==> config.mk <==
export PLATFORM = sky130hd
export DESIGN_NAME = phase_controller_flat
export DESIGN_NICKNAME = d
export VERILOG_FILES = /design/src/rtl/phase_controller_if.sv /design/src/rtl/phase_controller.sv /design/src/flat_wrapper.sv
export SDC_FILE = /design/constraint.sdc
export NUM_CORES = 1
export LEC_CHECK = 0
export CORE_MARGIN = 5
export CORE_UTILIZATION = 42
export CTS_BUF_LIST = sky130_fd_sc_hd__clkbuf_2 sky130_fd_sc_hd__clkbuf_4 sky130_fd_sc_hd__clkbuf_8
export CTS_CLUSTER_DIAMETER = 80
export DETAILED_ROUTE_END_ITERATION = 16
export PLACE_DENSITY_LB_ADDON = 0.1
export SKIP_CTS_REPAIR_TIMING = 1
export SLEW_MARGIN = 40
export SYNTH_ARGS = -nofsm -noshare
export SYNTH_HDL_FRONTEND = slang
export SYNTH_SLANG_ARGS = --single-unit
==> constraint.sdc <==
create_clock -name clock -period 2 [get_ports clock]
set_input_delay 0.4 -clock clock [delete_from_list [all_inputs] [get_ports clock]]
set_output_delay 0.4 -clock clock [all_outputs]
set_load 0.02 [all_outputs]
==> src/rtl/phase_controller_if.sv <==
// ---------------------------------------------------------------------------
// phase_controller_if
//   Bundles the instruction-sequencing signals of phase_controller.
//   master : the block driving exec/step/instr and observing status/decode.
//   slave  : the phase_controller itself.
//   Signals:
//     exec, step, instr            -> toward the controller
//     phase, phase_bus             <- current phase (binary and one-hot)
//     running, halted              <- state flags
//     RegWrite .. PCSrc            <- registered decode of the instruction
//     wb_strobe                    <- write-back enable
//     icount                       <- completed instruction count
// ---------------------------------------------------------------------------
interface phase_controller_if #(
    parameter int NPHASE = 5,
    parameter int IW     = 16,
    parameter int CW     = 16
) ();
    localparam int PW = (NPHASE > 2) ? $clog2(NPHASE) : 1;

    logic              exec;
    logic              step;
    logic [IW-1:0]     instr;
    logic [PW-1:0]     phase;
    logic [NPHASE-1:0] phase_bus;
    logic              running;
    logic              halted;
    logic              RegWrite;
    logic              MemtoReg;
    logic              RegDst;
    logic              ALUSrc;
    logic              PCSrc;
    logic              wb_strobe;
    logic [CW-1:0]     icount;

    modport master (
        output exec, step, instr,
        input  phase, phase_bus, running, halted,
        input  RegWrite, MemtoReg, RegDst, ALUSrc, PCSrc,
        input  wb_strobe, icount
    );

    modport slave (
        input  exec, step, instr,
        output phase, phase_bus, running, halted,
        output RegWrite, MemtoReg, RegDst, ALUSrc, PCSrc,
        output wb_strobe, icount
    );
endinterface

==> src/rtl/phase_controller.sv <==
// ---------------------------------------------------------------------------
// phase_controller
//   Sequences each instruction through NPHASE phases, decodes the instruction
//   presented in phase 0 into registered control signals, and counts completed
//   instructions (saturating).
//   Ports:
//     clock  : sole clock, rising edge
//     reset  : asynchronous, active-low
//     bus    : phase_controller_if.slave (exec/step/instr in; phase,
//              phase_bus, running, halted, decode outputs, wb_strobe,
//              icount out)
// ---------------------------------------------------------------------------
module phase_controller #(
    parameter int NPHASE = 5,
    parameter int IW     = 16,
    parameter int CW     = 16
) (
    input  logic              clock,
    input  logic              reset,
    phase_controller_if.slave bus
);
    localparam int            PW   = (NPHASE > 2) ? $clog2(NPHASE) : 1;
    localparam logic [PW-1:0] LAST = PW'(NPHASE - 1);

    typedef enum logic [1:0] {
        IDLE   = 2'd0,
        RUN    = 2'd1,
        HALTED = 2'd2
    } state_t;

    typedef struct packed {
        logic regwrite;
        logic memtoreg;
        logic regdst;
        logic alusrc;
        logic pcsrc;
        logic hlt;
    } ctrl_t;

    state_t        state;
    state_t        state_nxt;
    logic [PW-1:0] phase_q;
    ctrl_t         ctrl_q;
    logic          stop_req;
    logic [CW-1:0] icount_q;

    logic in_run;
    logic at_first;
    logic at_last;

    // Only the low 16 bits carry opcode fields, whatever IW is.
    function automatic ctrl_t decode(input logic [15:0] i);
        ctrl_t      c;
        logic [1:0] op1;
        logic [2:0] op2;
        logic [3:0] op3;
        op1 = i[15:14];
        op2 = i[13:11];
        op3 = i[7:4];
        c.regwrite = (i != 16'h0000) &&
                     ((op1 == 2'b00) ||
                      ((op1 == 2'b11) && !(op3 == 4'b0101 || op3 == 4'b1101 ||
                                           op3 == 4'b1111)) ||
                      ((op1 == 2'b10) && (op2 == 3'b000)));
        c.memtoreg = (op1 == 2'b00) || (op1 == 2'b10);
        c.regdst   = (op1 != 2'b00);
        c.alusrc   = (op3[3:2] == 2'b10);
        c.pcsrc    = (op1 == 2'b10) && ((op2 == 3'b100) || (op2 == 3'b111));
        c.hlt      = (op1 == 2'b11) && (op3 == 4'b1111);
        return c;
    endfunction

    // The counter sticks at all-ones rather than wrapping.
    function automatic logic [CW-1:0] sat_inc(input logic [CW-1:0] v);
        return (&v) ? v : v + {{(CW-1){1'b0}}, 1'b1};
    endfunction

    assign in_run   = (state == RUN);
    assign at_first = in_run && (phase_q == '0);
    assign at_last  = in_run && (phase_q == LAST);

    always_ff @(posedge clock or negedge reset) begin
        if (!reset) begin
            state <= IDLE;
        end else begin
            state <= state_nxt;
        end
    end

    always_comb begin
        state_nxt = state;
        case (state)
            IDLE: begin
                if (bus.exec) begin
                    state_nxt = RUN;
                end
            end
            RUN: begin
                // Halt wins over any stop/step request at the instruction end.
                if (phase_q == LAST) begin
                    if (ctrl_q.hlt) begin
                        state_nxt = HALTED;
                    end else if (stop_req || bus.exec || bus.step) begin
                        state_nxt = IDLE;
                    end else begin
                        state_nxt = RUN;
                    end
                end
            end
            HALTED: state_nxt = HALTED;
            default: state_nxt = IDLE;
        endcase
    end

    always_ff @(posedge clock or negedge reset) begin
        if (!reset) begin
            phase_q  <= '0;
            ctrl_q   <= '0;
            stop_req <= 1'b0;
            icount_q <= '0;
        end else begin
            // Phase only advances inside RUN; every other path lands on 0.
            if (in_run && (phase_q != LAST)) begin
                phase_q <= phase_q + {{(PW-1){1'b0}}, 1'b1};
            end else begin
                phase_q <= '0;
            end

            // Decode is captured once per instruction and held afterwards,
            // including while idle or halted.
            if (at_first) begin
                ctrl_q <= decode(bus.instr[15:0]);
            end

            if (state_nxt != RUN) begin
                stop_req <= 1'b0;
            end else if (in_run && bus.exec) begin
                stop_req <= 1'b1;
            end

            if (at_last) begin
                icount_q <= sat_inc(icount_q);
            end
        end
    end

    assign bus.phase     = phase_q;
    assign bus.phase_bus = in_run ? (NPHASE'(1) << phase_q) : '0;
    assign bus.running   = in_run;
    assign bus.halted    = (state == HALTED);
    assign bus.RegWrite  = ctrl_q.regwrite;
    assign bus.MemtoReg  = ctrl_q.memtoreg;
    assign bus.RegDst    = ctrl_q.regdst;
    assign bus.ALUSrc    = ctrl_q.alusrc;
    assign bus.PCSrc     = ctrl_q.pcsrc;
    assign bus.wb_strobe = ctrl_q.regwrite && at_last;
    assign bus.icount    = icount_q;

endmodule

==> src/flat_wrapper.sv <==
// flat-port wrapper written by rule: the top's interface ports become plain ports
module phase_controller_flat 
#(
    parameter int NPHASE = 5,
    parameter int IW     = 16,
    parameter int CW     = 16
)
  (clock, reset, bus_exec, bus_step, bus_instr, bus_phase, bus_phase_bus, bus_running, bus_halted, bus_RegWrite, bus_MemtoReg, bus_RegDst, bus_ALUSrc, bus_PCSrc, bus_wb_strobe, bus_icount);
  phase_controller_if #(.NPHASE(NPHASE), .IW(IW), .CW(CW)) bus_i ();
  input  logic clock;
  input  logic reset;
  input wire logic [$bits(bus_i.exec)-1:0] bus_exec;
  input wire logic [$bits(bus_i.step)-1:0] bus_step;
  input wire logic [$bits(bus_i.instr)-1:0] bus_instr;
  output wire logic [$bits(bus_i.phase)-1:0] bus_phase;
  output wire logic [$bits(bus_i.phase_bus)-1:0] bus_phase_bus;
  output wire logic [$bits(bus_i.running)-1:0] bus_running;
  output wire logic [$bits(bus_i.halted)-1:0] bus_halted;
  output wire logic [$bits(bus_i.RegWrite)-1:0] bus_RegWrite;
  output wire logic [$bits(bus_i.MemtoReg)-1:0] bus_MemtoReg;
  output wire logic [$bits(bus_i.RegDst)-1:0] bus_RegDst;
  output wire logic [$bits(bus_i.ALUSrc)-1:0] bus_ALUSrc;
  output wire logic [$bits(bus_i.PCSrc)-1:0] bus_PCSrc;
  output wire logic [$bits(bus_i.wb_strobe)-1:0] bus_wb_strobe;
  output wire logic [$bits(bus_i.icount)-1:0] bus_icount;
  assign bus_i.exec = bus_exec;
  assign bus_i.step = bus_step;
  assign bus_i.instr = bus_instr;
  assign bus_phase = bus_i.phase;
  assign bus_phase_bus = bus_i.phase_bus;
  assign bus_running = bus_i.running;
  assign bus_halted = bus_i.halted;
  assign bus_RegWrite = bus_i.RegWrite;
  assign bus_MemtoReg = bus_i.MemtoReg;
  assign bus_RegDst = bus_i.RegDst;
  assign bus_ALUSrc = bus_i.ALUSrc;
  assign bus_PCSrc = bus_i.PCSrc;
  assign bus_wb_strobe = bus_i.wb_strobe;
  assign bus_icount = bus_i.icount;
  phase_controller #(.NPHASE(NPHASE), .IW(IW), .CW(CW)) u_core (.clock(clock), .reset(reset), .bus(bus_i));
endmodule
==> flow_metrics.env, run 1 <==
export IMPL_die_w_um=69.1
export IMPL_antenna_found_initial=0
export IMPL_ys_flop_type="dfrtp_1"
export IMPL_timing_final_crit_period_ps=1930
export IMPL_synthTopCellsByArea="dfrtp_1, ha_1, nand2_1, xnor2_1, nand3_1"
export IMPL_numClockSinks=28
export IMPL_drive_gt1_share_pct=16.0
export IMPL_dieArea_um2=4770
export IMPL_die_y_um=69.1
export IMPL_crit_path_frequent_cell="buf_4"
export IMPL_synth_top_family_by_area="simple AND/OR/NAND/NOR gates"
export IMPL_syn_inst=149
export IMPL_cp_data_required_time_ps=1600
export IMPL_grt_pass1_vias=1433
export IMPL_power_density_nw_per_um2=1060
export IMPL_place_congestion=0.819
export IMPL_dr_pass1_iters=4
export IMPL_start_kind="flop"
export IMPL_hp_class="in -> async"
export IMPL_start_util_pct=43.6
export IMPL_power_leakage_uw=0.00105
export IMPL_synthAdderAreaFrac_pct=5.12
export IMPL_synth_top_area_share_pct=47.8
export IMPL_drv_slew=0
export IMPL_ioPinCount=52
export IMPL_multi_input_area_um2=767
export IMPL_nFillCells=300
export IMPL_finalHoldViolCount=0
export IMPL_vias=1361
export IMPL_ff_latch_area_um2=704
export IMPL_worst_slack_ps=68.3
export IMPL_grt_overflow_total=0
export IMPL_drcViolationCount=0
export IMPL_worst_path_largest_cell_delay_ps=450
export IMPL_worst_setup_path_type="reg -> out"
export IMPL_synth_compound_area_share_pct=7.17
export IMPL_slew_headroom_pct=65.1
export IMPL_crit_family="buffers and inverters"
export IMPL_coreArea_um2=3360
export IMPL_synth_edff_count=0
export IMPL_worstSkewPairLatency_ps=320
export IMPL_drt_iter0_drc=129
export IMPL_ant_nets=0
export IMPL_critPathMaxFanout=4
export IMPL_status="completed"
export IMPL_synth_area_mux_share_pct=2.31
export IMPL_setup_viol=0
export IMPL_routedWlPerCell_um=13.8
export IMPL_post_place_cells=260
export IMPL_cts_root_buf="clkbuf_4"
export IMPL_antennaDiodeCount=0
export IMPL_path_buf_inv=3
export IMPL_viasPerCell=5.14
export IMPL_synthXorXnorAreaFrac_pct=5.98
export IMPL_cts_buffers=3
export IMPL_arrival_ps=1530
export IMPL_synth_common_cells="dfrtp_1, nand2_1, nor2_1"
export IMPL_grt_max_degree=16
export IMPL_rrSetupSlack_ps=140
export IMPL_clk_pin_slew_worst_paths_ps=150
export IMPL_dp_slack_ps=-0.427
export IMPL_area_growth_pct=52.2
export IMPL_grt_pass1_wl_mm=6.44
export IMPL_worst_pin_slew_ps=521
export IMPL_row_count=21
export IMPL_fin_cells=265
export IMPL_synthSimpleGateAreaFrac_pct=29.5
export IMPL_layout_nets=246
export IMPL_hold_slack_ps=398
export IMPL_power_uw=2360
export IMPL_port_buffers=51
export IMPL_synth_most_common_cell="dfrtp_1"
export IMPL_setup_tns_ps=0
export IMPL_async_flop_share_pct=100
export IMPL_synth_seq_area_share_pct=47.8
export IMPL_tritoncts="built"
export IMPL_syn_nets=175
export IMPL_crit_path_top_delay_cell="dfrtp_1"
export IMPL_cts_max_path_buffers=2
export IMPL_avgSynthCellArea_um2=9.83
export IMPL_ctsHtreeMaxLevel=1
export IMPL_synth_seq_cells=28
export IMPL_routed_wl_mm=3.65
export IMPL_skew_ps=8.98
export IMPL_irDropWorstVdd_uv=785
export IMPL_cp_end_kind="output port"
export IMPL_syn_area_um2=1470
export IMPL_max_freq_mhz=518
export IMPL_synth_top_area_cell="dfrtp_1"
export IMPL_crit_chain="buf_4, nor2b_1, buf_4, dlymetal6s2s_1"
export IMPL_finalCritPeriodShare_pct=96.6
export IMPL_ys_types=35
export IMPL_cap_violations=0
export IMPL_dp_hpwl_mm=2.96
export IMPL_grt_use_total_pct=16.0
export IMPL_ys_warn_count=0
[report_power, final]
| group | switching (uW) | total (uW) | internal [uW] | leakage (uW) |
|---|---|---|---|---|
| logic | 640 | 1270 | 626 | 0.000668 |
| registers | 120 | 824 | 705 | 0.000362 |
| clock network | 160 | 271 | 111 | 0.0000210 |
| total | 919 | 2360 | 1440 | 0.00105 |
[sequential cells by signal, indices dropped and copies added (netlist names)]
signal / cells
u_core.bus.RegWrite: 1
u_core.bus.RegDst: 1
u_core.state: 2
u_core.stop_req: 1
u_core.ctrl_q: 1
u_core.bus.PCSrc: 1
u_core.bus.ALUSrc: 1
u_core.bus.MemtoReg: 1
u_core.bus.icount: 16
u_core.bus.phase: 3
[cell families (layout without fill, tap and decap cells)]
group / count (synthesis) / after routing
simple gates: 78 / 78
xor+xnor: 10 / 10
mux: 3 / 3
buf+inv: 7 / 77
compound gates: 17 / 17
flops: 28 / 28
fa+ha+maj: 6 / 6
[metal layers]
metal	vias to the layer above	routed length (um)	global-route usage [%]
li1	673	-	-
met1	636	1540	19.0
met2	48	1840	28.0
met3	4	225	3.63
met4	0	40	5.86
met5	-	0	0
[through the flow]
step                      utilization (%)  area, um^2
after floorplan                         -        1480
after global placement               64.1        2160
after detailed placement             64.1        2160
after CTS                            65.2        2190
after global routing                 66.3        2230
final                                66.3        2230
[path summary, 6_finish.rpt]
| check | cells past startpoint | start | endpoint |
|---|---|---|---|
| max | 4 | u_core.state[1] | bus_running |
| min | 1 | reset | u_core.bus.icount[0] |
| max reg2reg | 4 | u_core.bus.icount[4] | u_core.bus.icount[15] |
| min reg2reg | 2 | u_core.bus.MemtoReg | u_core.bus.MemtoReg |
| max in group asynchronous | 2 | reset | u_core.bus.RegDst |
| min in group clock | 2 | u_core.bus.MemtoReg | u_core.bus.MemtoReg |
[placed cells by master (no fill, tap or decap), types with 4 or more instances in the layout]
cell,n
xnor2_1,7
nor3_1,6
clkdlybuf4s50_1,43
and2_1,4
and3_1,4
dfrtp_1,25
ha_1,5
nand4_1,7
nand2_1,17
buf_4,16
nor2_1,12
o21ai_0,8
nand3_1,9
dlymetal6s2s_1,5
[worst reg2reg max path, cell delays in order, from the launching register on]
cell,delay (ps)
dfrtp_1,450
nand4_1,250
or4_4,610
nor2_2,120
mux2_1,320
[area by class of cell]
cell class	instances	share of cell area, %
well taps	46	2.58
clock buffers	4	1.63
repair buffers	68	29.0
flip-flops and latches	28	31.6
multi-input cells	114	34.4
inverters	5	0.842
Note: power is estimated with default switching activity, not from simulation.
==> run 2: changes to the inputs <==
- SETUP_SLACK_MARGIN: default -> 0.1
- SLEW_MARGIN: 40 -> default
==> run 2 against run 1 <==
Against the previous run: the flow now finishes with violations (setup timing); register-to-register slack worse by 160 ps; die area unchanged; global-route usage down 0.72 points; sequential cell count unchanged; critical endpoint is now u_core.bus.icount[13].
==> flow_metrics.env, run 2 (synthesis results as in run 1) <==
export IMPL_status="complete, but fails checks"
export IMPL_violations="setup timing"
export IMPL_grt_pass1_vias=1382
export IMPL_antenna_found_initial=0
export IMPL_ctsHtreeMaxLevel=1
export IMPL_rsz0062_at_grt="true"
export IMPL_worstSkewPairLatency_ps=330
export IMPL_antennaDiodeCount=0
export IMPL_area_growth_pct=56.9
export IMPL_fin_cells=267
export IMPL_coreArea_um2=3360
export IMPL_cts_root_buf="clkbuf_4"
export IMPL_setup_viol=1
export IMPL_cp_data_required_time_ps=2230
export IMPL_drt_iter0_drc=86
export IMPL_layout_nets=248
export IMPL_irDropWorstVdd_uv=925
export IMPL_routed_wl_mm=3.70
export IMPL_cts_max_path_buffers=2
export IMPL_start_kind="flop"
export IMPL_dr_pass1_iters=4
export IMPL_drive_gt1_share_pct=22.2
export IMPL_dp_slack_ps=3.12
export IMPL_clk_pin_slew_worst_paths_ps=150
export IMPL_start_util_pct=43.6
export IMPL_hp_class="in -> async"
export IMPL_ant_nets=0
export IMPL_port_buffers=51
export IMPL_worst_slack_ps=-16.9
export IMPL_grt_overflow_total=0
export IMPL_arrival_ps=2250
export IMPL_max_freq_mhz=496
export IMPL_finalHoldViolCount=0
export IMPL_skew_ps=7.42
export IMPL_tritoncts="built"
export IMPL_timing_final_crit_period_ps=2020
export IMPL_critPathMaxFanout=5
export IMPL_cp_end_kind="flop"
export IMPL_row_count=21
export IMPL_cap_violations=0
export IMPL_post_place_cells=259
export IMPL_dp_hpwl_mm=2.85
export IMPL_placedInstanceArea_um2=2150
export IMPL_slew_headroom_pct=69.2
export IMPL_drcViolationCount=0
export IMPL_layout_commonest_cell="clkdlybuf4s50_1"
export IMPL_power_leakage_uw=0.00108
export IMPL_grt_pass1_wl_mm=6.09
export IMPL_rrSetupSlack_ps=-20
export IMPL_cts_buffers=3
export IMPL_worst_pin_slew_ps=460
export IMPL_vias=1379
export IMPL_largest_reg_flops=16
export IMPL_numClockSinks=28
export IMPL_dieArea_um2=4770
export IMPL_place_congestion=0.820
export IMPL_grt_max_degree=29
export IMPL_finalCritPeriodShare_pct=101
export IMPL_power_density_nw_per_um2=1120
export IMPL_ioPinCount=52
export IMPL_mostFrequentLayoutCells="clkdlybuf4s50_1, dfrtp_1, nand2_1, buf_4, nor2_1"
export IMPL_drv_slew=0
export IMPL_hold_slack_ps=430
export IMPL_stdcell_area_um2=2300
export IMPL_grt_use_total_pct=15.3
export IMPL_routedWlPerCell_um=13.9
export IMPL_utilization_pct=68.3
export IMPL_die_w_um=69.1
export IMPL_viasPerCell=5.16
export IMPL_worst_setup_path_type="reg -> reg"
export IMPL_die_y_um=69.1
[run 2: cell count changes in the layout (fill, tap and decap cells not counted), sizes merged]
| cell | before | now |
|---|---|---|
| buf | 19 | 23 |
| clkdlybuf4s50 | 43 | 38 |
| bufinv | 0 | 1 |
| dlymetal6s2s | 5 | 7 |
[run 2: routing by layer]
| metal | routed length, um | GRT usage [%] |
|---|---|---|
| met3 | 234 | 3.63 |
| met1 | 1520 | 17.4 |
| met4 | 36 | 5.42 |
| met2 | 1910 | 27.4 |
| met5 | 0 | 0 |
[run 2: final timing paths]
check / start / endpoint / cells past startpoint
max in group asynchronous: reset / u_core.bus.phase[1] / 2
setup reg to reg: u_core.bus.phase[0] / u_core.bus.icount[13] / 7
setup / recovery: u_core.bus.phase[0] / u_core.bus.icount[13] / 7
hold / removal: reset / u_core.bus.icount[6] / 2
min in group clock: u_core.bus.PCSrc / u_core.bus.PCSrc / 2
hold reg to reg: u_core.bus.PCSrc / u_core.bus.PCSrc / 2
[run 2: cell type report]
type                       count  area [um^2]
fill                         288         1060
tap                           46         57.6
inverter                       5         18.8
sequential                    28          707
timing repair buffer          70          674
multi-input combinational    114          788
clock inverter                 1         30.0
clock buffer                   3         22.5
[run 2: critical path, cell delays in order (launching register included)]
cell      delay (ps)
dfrtp_2          440
inv_2             80
ha_4             160
nand4b_4         100
buf_6            140
or4_4            580
nor2_4           130
mux2_4           290
[run 2: metrics by stage]
step / power, uW / setup TNS (ps)
2_1_floorplan: 1470 / 0
3_3_place_gp: 2050 / 0
3_5_place_dp: 2100 / 0
4_1_cts: 2480 / -2170
5_1_grt: 2740 / -104
6_report: 2560 / -16.9
[run 2: power breakdown]
| group | switching (uW) | internal, uW | leakage (uW) |
|---|---|---|---|
| Sequential | 110 | 706 | 0.000359 |
| Combinational | 693 | 688 | 0.000697 |
| Clock | 164 | 203 | 0.0000279 |
| Total | 968 | 1600 | 0.00108 |
